<file path="config.mk">
export PLATFORM = sky130hd
export DESIGN_NAME = multicycle_control_unit
export DESIGN_NICKNAME = d
export VERILOG_FILES = /design/src/rtl/control_signals_pkg.sv /design/src/rtl/multicycle_control_unit_instr_decoder.sv /design/src/rtl/multicycle_control_unit.sv
export SDC_FILE = /design/constraint.sdc
export NUM_CORES = 1
export LEC_CHECK = 0
export ABC_CLOCK_PERIOD_IN_PS = 4000
export BUFFER_PORTS_ARGS = -buffer_cell sky130_fd_sc_hd__buf_2
export CORE_ASPECT_RATIO = 0.75
export CORE_MARGIN = 5
export CORE_UTILIZATION = 52
export DETAILED_ROUTE_END_ITERATION = 16
export PLACE_DENSITY = 0.8
export SLEW_MARGIN = 30
export SYNTH_ARGS = -nofsm -noshare
export SYNTH_HDL_FRONTEND = slang
export SYNTH_SLANG_ARGS = --single-unit
export TNS_END_PERCENT = 20
</file>
<file path="constraint.sdc">
create_clock -name clk_in -period 4 [get_ports clk_in]
set_input_delay 0.2 -clock clk_in [delete_from_list [all_inputs] [get_ports clk_in]]
set_output_delay 0.2 -clock clk_in [all_outputs]
set_load 0.05 [all_outputs]
</file>
<file path="src/rtl/control_signals_pkg.sv">
// control_signals: shared control-unit types and instruction encodings
package control_signals;
  typedef enum logic [0:0] {ALU_SRC_REG, ALU_SRC_IMM} Alu_Src_t;
  typedef enum logic [1:0] {OP_AND, OP_OR, OP_ADD, OP_SUB} Alu_Operation_t;
  typedef enum logic [0:0] {REG_SRC_ALU, REG_SRC_MEM} Reg_Data_Src_t;
  typedef enum logic [1:0] {PC_PLUS4, PC_BRANCH, PC_TRAP} PC_Src_t;
  typedef enum logic [2:0] {FETCH, DECODE, EXECUTE, MEM, WRITEBACK, TRAP} Ctrl_State_t;
  typedef enum logic [1:0] {NONE, ILLEGAL, TIMEOUT} Trap_Cause_t;
  typedef enum logic [2:0] {CLS_ALU, CLS_LD, CLS_SD, CLS_BEQ, CLS_BNE, CLS_ILLEGAL} Instr_Class_t;
  localparam logic [6:0] OPC_LOAD   = 7'b0000011;
  localparam logic [6:0] OPC_STORE  = 7'b0100011;
  localparam logic [6:0] OPC_RTYPE  = 7'b0110011;
  localparam logic [6:0] OPC_IALU   = 7'b0010011;
  localparam logic [6:0] OPC_BRANCH = 7'b1100011;
  localparam logic [2:0] F3_D   = 3'b011;
  localparam logic [2:0] F3_ADD = 3'b000;
  localparam logic [2:0] F3_OR  = 3'b110;
  localparam logic [2:0] F3_AND = 3'b111;
  localparam logic [2:0] F3_BEQ = 3'b000;
  localparam logic [2:0] F3_BNE = 3'b001;
  localparam logic [6:0] F7_BASE = 7'b0000000;
  localparam logic [6:0] F7_SUB  = 7'b0100000;
endpackage

</file>
<file path="src/rtl/multicycle_control_unit_instr_decoder.sv">
// instr_decoder: combinational instruction classifier producing ALU controls and illegal flag
module instr_decoder
  import control_signals::*;
#(
  parameter bit BNE_EN = 1'b1
) (
  input  logic [31:0]    instr,
  output Instr_Class_t   cls,
  output Alu_Operation_t alu_op,
  output Alu_Src_t       alu_src,
  output logic           illegal
);
  logic [6:0] op;
  logic [6:0] f7;
  logic [2:0] f3;
  logic unused_bits;
  always_comb begin
    op = instr[6:0];
    f3 = instr[14:12];
    f7 = instr[31:25];
    unused_bits = ^{instr[24:15], instr[11:7]};
    cls = CLS_ILLEGAL;
    alu_op = OP_ADD;
    alu_src = ALU_SRC_REG;
    case (op)
      OPC_LOAD: begin
        cls = f3 == F3_D ? CLS_LD : CLS_ILLEGAL;
        alu_src = ALU_SRC_IMM;
      end
      OPC_STORE: begin
        cls = f3 == F3_D ? CLS_SD : CLS_ILLEGAL;
        alu_src = ALU_SRC_IMM;
      end
      OPC_RTYPE: begin
        alu_op = f3 == F3_AND ? OP_AND : f3 == F3_OR ? OP_OR : f7 == F7_SUB ? OP_SUB : OP_ADD;
        cls = ((f7 == F7_BASE && (f3 == F3_ADD || f3 == F3_AND || f3 == F3_OR)) ||
               (f7 == F7_SUB && f3 == F3_ADD)) ? CLS_ALU : CLS_ILLEGAL;
      end
      OPC_IALU: begin
        alu_src = ALU_SRC_IMM;
        alu_op = f3 == F3_AND ? OP_AND : f3 == F3_OR ? OP_OR : OP_ADD;
        cls = (f3 == F3_ADD || f3 == F3_AND || f3 == F3_OR) ? CLS_ALU : CLS_ILLEGAL;
      end
      OPC_BRANCH: begin
        alu_op = OP_SUB;
        cls = f3 == F3_BEQ ? CLS_BEQ : (f3 == F3_BNE && BNE_EN) ? CLS_BNE : CLS_ILLEGAL;
      end
      default: cls = CLS_ILLEGAL;
    endcase
    illegal = cls == CLS_ILLEGAL;
  end
endmodule

</file>
<file path="src/rtl/multicycle_control_unit.sv">
// multicycle_control_unit: multi-cycle sequencing FSM with memory handshakes, traps and retire counter
module multicycle_control_unit
  import control_signals::*;
#(
  parameter int MEM_TIMEOUT = 16,
  parameter int RETIRE_W    = 32,
  parameter bit BNE_EN      = 1'b1
) (
  input  logic                clk_in,
  input  logic                reset_in,
  input  logic [31:0]         instr_in,
  input  logic                imem_ready_in,
  input  logic                dmem_ready_in,
  input  logic                alu_zero_in,
  output logic                imem_req,
  output logic                dmem_req,
  output logic                mem_write,
  output logic                ir_write,
  output logic                pc_write,
  output PC_Src_t             pc_src,
  output Alu_Src_t            alu_src_mux,
  output Alu_Operation_t      alu_op,
  output logic                reg_write,
  output Reg_Data_Src_t       data_ALU_SRC_REG,
  output logic                illegal_instr,
  output logic                mem_timeout,
  output Ctrl_State_t         state_out,
  output logic [RETIRE_W-1:0] retired_count
);
  Ctrl_State_t state;
  Ctrl_State_t nxt;
  Trap_Cause_t cause;
  logic [15:0] wait_cnt;
  Instr_Class_t cls;
  Alu_Operation_t dec_op;
  Alu_Src_t dec_src;
  logic illegal;
  logic in_fetch, in_mem, in_ex, in_wb, in_trap, is_br, is_mem, taken, timeout, retire, alu_live;
  instr_decoder #(.BNE_EN(BNE_EN)) u_dec (
    .instr(instr_in),
    .cls(cls),
    .alu_op(dec_op),
    .alu_src(dec_src),
    .illegal(illegal)
  );
  always_comb begin
    in_fetch = state == FETCH;
    in_mem = state == MEM;
    in_ex = state == EXECUTE;
    in_wb = state == WRITEBACK;
    in_trap = state == TRAP;
    is_br = cls == CLS_BEQ || cls == CLS_BNE;
    is_mem = cls == CLS_LD || cls == CLS_SD;
    taken = cls == CLS_BNE ? !alu_zero_in : alu_zero_in;
    timeout = MEM_TIMEOUT > 0 && wait_cnt == 16'(MEM_TIMEOUT - 1) &&
              ((in_fetch && !imem_ready_in) || (in_mem && !dmem_ready_in));
    nxt = in_fetch ? (imem_ready_in ? DECODE : timeout ? TRAP : FETCH) :
          state == DECODE ? (illegal ? TRAP : EXECUTE) :
          in_ex ? (is_br ? FETCH : is_mem ? MEM : WRITEBACK) :
          in_mem ? (dmem_ready_in ? (cls == CLS_LD ? WRITEBACK : FETCH) : timeout ? TRAP : MEM) :
          FETCH;
    retire = !reset_in && ((in_ex && is_br) || (in_mem && dmem_ready_in && cls == CLS_SD) || in_wb);
    alu_live = !reset_in && (in_ex || in_mem);
    imem_req = !reset_in && in_fetch;
    dmem_req = !reset_in && in_mem;
    mem_write = dmem_req && cls == CLS_SD;
    ir_write = imem_req && imem_ready_in;
    pc_write = !reset_in && ((in_fetch && imem_ready_in) || (in_ex && is_br && taken) || in_trap);
    pc_src = reset_in ? PC_PLUS4 : in_trap ? PC_TRAP : (in_ex && is_br) ? PC_BRANCH : PC_PLUS4;
    alu_op = alu_live ? dec_op : OP_AND;
    alu_src_mux = alu_live ? dec_src : ALU_SRC_REG;
    reg_write = !reset_in && in_wb && instr_in[11:7] != 5'd0;
    data_ALU_SRC_REG = (!reset_in && in_wb && cls == CLS_LD) ? REG_SRC_MEM : REG_SRC_ALU;
    illegal_instr = !reset_in && in_trap && cause == ILLEGAL;
    mem_timeout = !reset_in && in_trap && cause == TIMEOUT;
    state_out = state;
  end
  always_ff @(posedge clk_in) begin
    if (reset_in) begin
      state <= FETCH;
      wait_cnt <= '0;
      cause <= NONE;
      retired_count <= '0;
    end else begin
      state <= nxt;
      wait_cnt <= nxt == state ? wait_cnt + 16'd1 : '0;
      cause <= (nxt == TRAP && !in_trap) ? (state == DECODE ? ILLEGAL : TIMEOUT) : in_trap ? NONE : cause;
      retired_count <= retired_count + RETIRE_W'(retire);
    end
  end
endmodule

</file>
# Word-level counts from Yosys, hierarchy flattened
# Cells that the tools add are included.
dict set report op_classes {
  muxes 36
  addsub 2
  bitwise_logic 1
  reduce_logical 47
  eq_ne 25
}
# cell n
set ops {}
lappend ops {{3-bit 2-to-1 mux} 17}
lappend ops {{32-bit by 1-bit adder with 32-bit output} 1}
lappend ops {{1-bit logical AND} 24}
lappend ops {{3-bit equality test, second input constant} 7}
lappend ops {{7-bit by 6-bit equality test with 1-bit output, second input constant} 3}
lappend ops {{2-bit 2-to-1 mux} 10}
lappend ops {{16-bit by 1-bit adder with 16-bit output, second input constant} 1}
lappend ops {{16-bit by 4-bit equality test with 1-bit output, second input constant} 1}
lappend ops {{3-bit by 2-bit equality test with 1-bit output, second input constant} 5}
lappend ops {{3-bit one-hot mux with 5 select lines} 1}
lappend ops {{1-bit logical OR} 11}
lappend ops {{3-bit by 1-bit equality test with 1-bit output, second input constant} 3}
lappend ops {{7-bit by 2-bit equality test with 1-bit output, second input constant} 1}
lappend ops {{7-bit by 5-bit equality test with 1-bit output, second input constant} 1}
lappend ops {{7-bit equality test, second input constant} 1}
lappend ops {{7-bit logical NOT} 1}
lappend ops {{1-bit 2-to-1 mux} 7}
lappend ops {{3-bit logical NOT} 2}
lappend ops {{2-bit one-hot mux with 3 select lines} 1}
lappend ops {{1-bit logical NOT} 5}
lappend ops {{5-bit nonzero test} 1}
lappend ops {{3-bit equality test} 1}
lappend ops {{3-bit OR reduction} 1}
lappend ops {{2-bit by 1-bit equality test with 1-bit output, second input constant} 1}
lappend ops {{other kinds (4)} 4}
dict set report word_totals {
  wordCells 115
  out_inout_bits 49
  reg_bits 53
  in_bits 37
}

# Longest topological paths before layout
# Gate-level depths: netlist of the first run.
dict set report depth {
  depth_word 17
  depth_mapped 13
  mapped_depth_nobuf 12
}

# By module
# From an unflattened synthesis of the first run, not the netlist that was laid out.
dict set report hier_totals {
  cells_unflattened 355
  area_unflattened_um2 2884.0
}
# module area_per_inst_um2 instances seq_area_each_um2 cells_each
set by_module_without_submodules {}
lappend by_module_without_submodules {multicycle_control_unit 2605.0 1 1061.0 313}
lappend by_module_without_submodules {instr_decoder 279.0 1 0.0 42}

# Worst setup path before layout of the first run
# No wires, ideal clock.
dict set report synth_path {
  path_type {register to output}
  from {register state[0], in the netlist state_out[0]}
  to {output pc_write}
  path_stages_with_launch 5
  required_ns 3.800
  slack_ns 0.303
  n_path_buf 1
  arrival_time_ns 3.497
  cell_sequence {dfxtp_1 -> clkbuf_1 -> nor4_1 -> and2_1 -> nand3b_1}
}
dict set report synth_via {
  elab_chain_cells 6
  elab_cells_between_ends 9
  classes_between {2 x eq/ne; 7 x reduce/logical}
}
# item line
set synth_rtl {}
lappend synth_rtl {{from (decl)} multicycle_control_unit.sv:30} ;# Ctrl_State_t state;
lappend synth_rtl {{from (signal assigned)} multicycle_control_unit.sv:85} ;# state <= nxt;
lappend synth_rtl {{3-bit by 2-bit equality test with 1-bit output} multicycle_control_unit.sv:49} ;# in_ex = state == EXECUTE;
lappend synth_rtl {{1-bit logical AND (2 in a row)} multicycle_control_unit.sv:68} ;# pc_write = !reset_in && ((in_fetch && imem_ready_in) || (in_ex && is_br && taken) || in_trap);
lappend synth_rtl {{1-bit logical OR} multicycle_control_unit.sv:68}
lappend synth_rtl {{1-bit logical OR *} multicycle_control_unit.sv:68}
lappend synth_rtl {{1-bit logical AND *} multicycle_control_unit.sv:68}
lappend synth_rtl {{to (decl)} multicycle_control_unit.sv:19} ;# output logic pc_write,
# Every way passes the cells marked *; elsewhere a longest branch is shown, timed or not.

# Final worst setup path of the first run
dict set report layout_path {
  from {input instr_in[2]}
  to {register retired_count[30]}
}
dict set report layout_via {
  elab_chain_cells 9
  elab_cells_between_ends 16
  classes_between {1 x add/sub; 8 x eq/ne; 1 x mux; 6 x reduce/logical}
}
# item line
set layout_rtl {}
lappend layout_rtl {{from (decl)} multicycle_control_unit.sv:11} ;# input logic [31:0] instr_in,
lappend layout_rtl {{7-bit equality test (tied with other cells)} multicycle_control_unit_instr_decoder.sv:25} ;# case (op)
lappend layout_rtl {{3-bit one-hot mux with 5 select lines *} multicycle_control_unit_instr_decoder.sv:25}
lappend layout_rtl {{3-bit by 2-bit equality test with 1-bit output / 3-bit equality test (equally long branches)} multicycle_control_unit.sv:52} ;# is_br = cls == CLS_BEQ || cls == CLS_BNE;
lappend layout_rtl {{1-bit logical OR} multicycle_control_unit.sv:52}
lappend layout_rtl {{1-bit logical AND} multicycle_control_unit.sv:62} ;# retire = !reset_in && ((in_ex && is_br) || (in_mem && dmem_ready_in && cls == CLS_SD) || in_wb);
lappend layout_rtl {{1-bit logical OR * (2 in a row)} multicycle_control_unit.sv:62}
lappend layout_rtl {{1-bit logical AND *} multicycle_control_unit.sv:62}
lappend layout_rtl {{32-bit by 1-bit adder with 32-bit output *} multicycle_control_unit.sv:88} ;# retired_count <= retired_count + RETIRE_W'(retire);
lappend layout_rtl {{to (signal assigned)} multicycle_control_unit.sv:88}
lappend layout_rtl {{to (decl)} multicycle_control_unit.sv:28} ;# output logic [RETIRE_W-1:0] retired_count
# Marks and branches as above.
# A chain may end at the register's enable or synchronous reset.

==> reports/metrics.yaml, run 1 <==
yosys:
  ys_ff_latch: 53
  ys_types: 47
  synthCells: 344
  yosysSeqAreaShare_pct: 37.0
  syn_avg_cell_area_um2: 8.34
  synth_nets: 384
  syn_area_um2: 2870
  yosys_warnings: 0
route:
  initialDrtViolationCount: 148
  wirelength_um: 6740
  via_per_inst: 5.59
  drtPass1Iterations: 4
  route.vias.total: 2754
  ant_nets: 0
  wire_per_inst_um: 13.7
  drc_errors: 0
clocking:
  cts_tree: "done"
  cts_resized: 0
  clkLatencyLatePin_ps: 300
  ctsHoldBuffers: 0
  clkSinkCount: 53
  clock-root-buffer: "clkbuf_8"
  clk_path_buf_depth: 2
  cts_buffers: 5
  htreeDepth: 2
  post_cts_buffers: 0
  path_clk_slew_ps: 100
critical_path:
  cp_slowest_cell: "or4_1"
  worstPathMaxFanout: 6
  r2r_cells: 11
  r2r_setup_slack_ps: 990
  critical_path.max_stage_delay_ps: 530
  startpoint: "instr_in[2]"
  crit_path_end_kind: "flop"
  setup.worst_path.class: "input pin to flop"
  arrival_ps: 3310
  crit_chain: "buf_2 -> nand4bb_1 -> nor3b_1 -> nand4b_1 -> a21oi_1 -> ha_1 -> ha_1 -> nand2_1 -> or4_1 -> or3_1 -> or3_1 -> a21oi_1"
  crit_required_ps: 4240
  worstSetupStartpointType: "input pin"
  r2r_end: "retired_count[30]"
  worstSetupEndpoint: "retired_count[30]"
  reg2reg_from: "state_out[0]"
final_layout:
  final_util_pct: 64.2
  final_common_cell: "buf_2"
  nets: 457
  drive_gt1_share_pct: 24.2
  antennaDiodeCount: 0
  fill_cells: 495
  multi_input_area_um2: 1720
  final-seq-area_um2: 1060
  final_cell_mix: "75 x buf_2, 53 x dfxtp_1, 46 x nor2_1"
  syn_to_final_growth_pct: 19.8
global_route:
  grt_pass1_wl_um: 11600
  grt_max_degree: 41
  overflow: 0
  antenna_found_initial: 0
  grt_use_total_pct: 19.7
  grt_pass1_vias: 2592
placed_design:
  hpwl_um: 5030
  post-place-ws_ps: 623
  routabilityCongestion: 0.926
  portBuffers: 75
floorplan:
  die_area_um2: 7120
  core_um2: 5350
  start_util_pct: 53.6
  rows: 23
  chipWidth_um: 95.8
  dieHeight_um: 74.3
  io-pin-count: 86
sta:
  fin_crit_sh_pct: 76.7
  period_minus_slack_ps: 3070
  rsz0062_at_grt: "false"
  hold_viol: 0
  slew_headroom_pct: 54.9
  whs_ps: 372
  timing.fmax_ghz: 0.326
  clock_skew_ps: 15.0
  timing.setup.tns_ps: 0
  maxSlewViolCount: 0
  setup_viol: 0
  tightest_slew_ps: 677
  worst_slack_ps: 933
power:
  vdd_ir_drop_max_uv: 185
  total_power_uw: 1020
  p_leak_uw: 0.00133
  p_per_area_nw_per_um2: 297
run_status:
  run_status: "completed"
worst_hold_path:
  hold_class: "input pin to flop"
run:
  maxCapViolations: 0
==> layer usage <==
layer / wire length, µm / vias up / GRT usage, %
met3: 457 / 4 / 3.74
li1: - / 1378 / -
met1: 3240 / 1269 / 28.3
met4: 41 / 0 / 4.42
met5: 0 / - / 0
met2: 3010 / 103 / 30.8
==> metrics by stage <==
stage / area (µm²) / cells
detailed placement: 3310 / 485
finish: 3440 / 493
CTS: 3420 / 493
global route: 3440 / 493
global placement: 3310 / 485
floorplan: 2870 / 344
==> worst max-delay path, delay by kind of cell <==
kind	cells	cell delay (ps)
and+or+nand+nor	7	2290
AOI/OAI and AO/OA	2	320
adders and majority gates	2	390
buffers and inverters	1	100
==> cells by family (layout without fill, tap and decap cells) <==
family                     after synthesis  count (layout)  synth area share (%)
buffers and inverters                   23              97                  3.32
AOI/OAI and AO/OA                       39              39                  8.51
muxes                                    1               1                 0.349
and+or+nand+nor                        186             186                  37.3
xor gates and xnor gates                39              39                  12.2
adders and majority gates                3               3                  1.31
DFF                                     53              53                  37.0
==> power breakdown <==
part	total, µW	leakage [µW]	internal, µW	switching [µW]
Clock	362	0.0000554	188	174
Sequential	538	0.000428	532	5.55
Combinational	121	0.000850	39.3	81.9
Total	1020	0.00133	760	261
==> cells in the mapped netlist, drive strengths merged <==
cell      n  area share [%]
dfxtp    53              37
nor2     46             6.0
nand2    24             3.1
nor4     23             7.2
xnor2    22             7.0
nand3    19             3.3
xor2     17             5.2
a21oi    13             2.3
o21ai    13             2.4
clkbuf   12             1.6
nand4    12             2.6
or3      10             2.2
inv       9             1.2
and3      8             1.7
nor3      8             1.4
nor2b     6             1.3
and2      4            0.87
nand2b    4            0.87
nand4b    4             1.2
nor4b     4             1.2
ha        3             1.3
nor3b     3            0.79
a2111oi   2            0.83
a31oi     2            0.44
and4      2            0.61
and4bb    2            0.87
buf       2            0.57
nand3b    2            0.52
o22ai     2            0.44
or4       2            0.52
a221oi    1            0.31
a22oi     1            0.26
a41oi     1            0.31
mux2i     1            0.35
nand4bb   1            0.39
o2111a    1            0.39
o211ai    1            0.26
o221ai    1            0.31
o41ai     1            0.31
or2       1            0.22
or3b      1            0.31
==> layout make-up <==
class | count | area share [%]
Timing Repair Buffer | 80 | 12.0
Inverter | 9 | 0.983
Sequential cell | 53 | 30.9
Clock inverter | 2 | 1.13
Multi-Input combinational cell | 268 | 50.1
Clock buffer | 6 | 2.11
Tap cell | 75 | 2.73
==> worst min-delay path by stage <==
stage	start	endpoint	slack [ps]	cells after the start
after floorplan	cause[0]	cause[0]	460	2
after global placement	retired_count[30]	retired_count[30]	480	2
after detailed placement	cause[0]	cause[0]	490	2
after CTS	imem_ready_in	state_out[2]	360	4
after global routing	imem_ready_in	state_out[2]	410	4
final	imem_ready_in	state_out[2]	370	4
==> sequential cells by signal (all words and copies together) (netlist names) <==
| register | count |
|---|---|
| retired_count | 32 |
| wait_cnt | 16 |
| state_out | 3 |
| cause | 2 |
No activity file was read; power rests on OpenSTA's default activity.
==> inputs of run 2 (changes only) <==
Settings changed: ABC_CLOCK_PERIOD_IN_PS 4000 to 3000.
Clock period 4 ns to 3 ns, I/O delays scaled along.
==> run 2 against run 1 <==
Against the previous run:
- clock power up 14%
- combinational power is 44% higher
- sequential share of layout area decreased by 0.75 points
- sequential cell count is the same
- power is 28% higher
- sequential power rose by 34%
- cell count increased by 2.8%
- design area up 3.1%
- first-iteration DRC count fell by 18%
- routed wire length is 6.6% higher
- die area unchanged
==> reports/metrics.yaml, run 2 (synthesized netlist as in run 1, its figures left out) <==
critical_path:
  crit_required_ps: 3260
  crit_path_end_kind: "flop"
  arrival_ps: 3070
  setup.worst_path.class: "flop to flop"
  worstPathMaxFanout: 11
  r2r_setup_slack_ps: 180
  worstSetupStartpointType: "flop"
global_route:
  antenna_found_initial: 0
  grt_max_degree: 40
  overflow: 0
  grt_pass1_vias: 2609
  grt_pass1_wl_um: 11800
  grt_use_total_pct: 20.4
sta:
  hold_viol: 0
  timing.fmax_ghz: 0.355
  slew_headroom_pct: 59.8
  period_minus_slack_ps: 2820
  maxSlewViolCount: 0
  fin_crit_sh_pct: 93.9
  whs_ps: 302
  tightest_slew_ps: 603
  worst_slack_ps: 184
  setup_viol: 0
  rsz0062_at_grt: "false"
  clock_skew_ps: 10.9
placed_design:
  routabilityCongestion: 0.887
  portBuffers: 75
  dpl.cell_count: 495
  placed_area_um2: 3400
  post-place-ws_ps: -66.5
  hpwl_um: 5320
final_layout:
  stdcell_count: 507
  fin_area_um2: 3540
  final-seq-area_um2: 1070
  antennaDiodeCount: 0
  nets: 471
  syn_to_final_growth_pct: 23.5
  final_common_cell: "buf_2"
  fill_cells: 462
  drive_gt1_share_pct: 28.2
  top_register: "retired_count"
  largest_reg_flops: 32
  final_cell_mix: "75 x buf_2, 50 x dfxtp_1, 46 x nor2_1"
  multi_input_area_um2: 1740
route:
  via_per_inst: 5.62
  ant_nets: 0
  drc_errors: 0
  wire_per_inst_um: 14.2
  drtPass1Iterations: 7
  wirelength_um: 7190
  route.vias.total: 2850
  initialDrtViolationCount: 121
floorplan:
  io-pin-count: 86
  chipWidth_um: 95.8
  dieHeight_um: 74.3
  rows: 23
  die_area_um2: 7120
  core_um2: 5350
  start_util_pct: 53.6
clocking:
  clock-root-buffer: "clkbuf_8"
  htreeDepth: 2
  cts_buffers: 5
  clkLatencyLatePin_ps: 320
  ctsHoldBuffers: 0
  clkSinkCount: 53
  clk_path_buf_depth: 2
  cts_tree: "done"
  path_clk_slew_ps: 100
run:
  maxCapViolations: 0
power:
  vdd_ir_drop_max_uv: 182
  p_leak_uw: 0.00139
  total_power_uw: 1310
  p_per_area_nw_per_um2: 369
run_status:
  run_status: "completed"
worst_hold_path:
  hold_class: "input pin to flop"
## run 2: worst paths after layout
path / from / to / cells past startpoint
worst min register to register: wait_cnt[0] / wait_cnt[0] / 1
worst min-delay path: imem_ready_in / state_out[2] / 4
worst max register to register: state_out[0] / retired_count[30] / 11
worst max-delay path: state_out[0] / retired_count[30] / 11
## run 2: layout make-up
class | instances | share of cell area (%)
Timing Repair Buffer | 94 | 14.6
Sequential cell | 53 | 30.1
Clock inverter | 3 | 0.600
Inverter | 9 | 0.954
Tap cell | 75 | 2.65
Clock buffer | 5 | 1.94
Multi-Input combinational cell | 268 | 49.1
## run 2: per-layer routing
metal	vias to the layer above	part of all wire [%]	global-route usage, %	routed length [µm]
met5	-	0	0	0
met4	0	1.3	6.78	90
met3	10	6.7	3.44	481
met2	105	45	31.5	3240
met1	1322	47	29.0	3380
li1	1413	-	-	-
## run 2: what timing repair did
item | 4_1_cts | 5_1_grt
gates resized for setup | 0 | 2
setup buffers | 0 | 4
endpoints found under the hold margin | 0 | 0
endpoints found under the setup margin | 0 | 4
## run 2: per-stage QoR
step	utilization [%]	TNS, ps
floorplan	-	-208
global placement	63.6	0
detailed placement	63.6	-66.5
CTS	65.2	0
global route	66.2	0
finish	66.2	0
## run 2: worst max-delay path: stages, from the launching register on
cell and delay, ps:
dfxtp_4 420, nand2_1 70, o22ai_1 160, nand4b_1 110, a21oi_1 180, ha_1 190
ha_1 170, nand2_1 70, or4_4 500, or3_4 420, or3_1 320, a21oi_1 140
## run 2: power breakdown
group	total (µW)	internal, µW	switching (µW)
logic	174	63.0	111
registers	720	710	10.2
clock network	411	166	245
total	1310	939	367
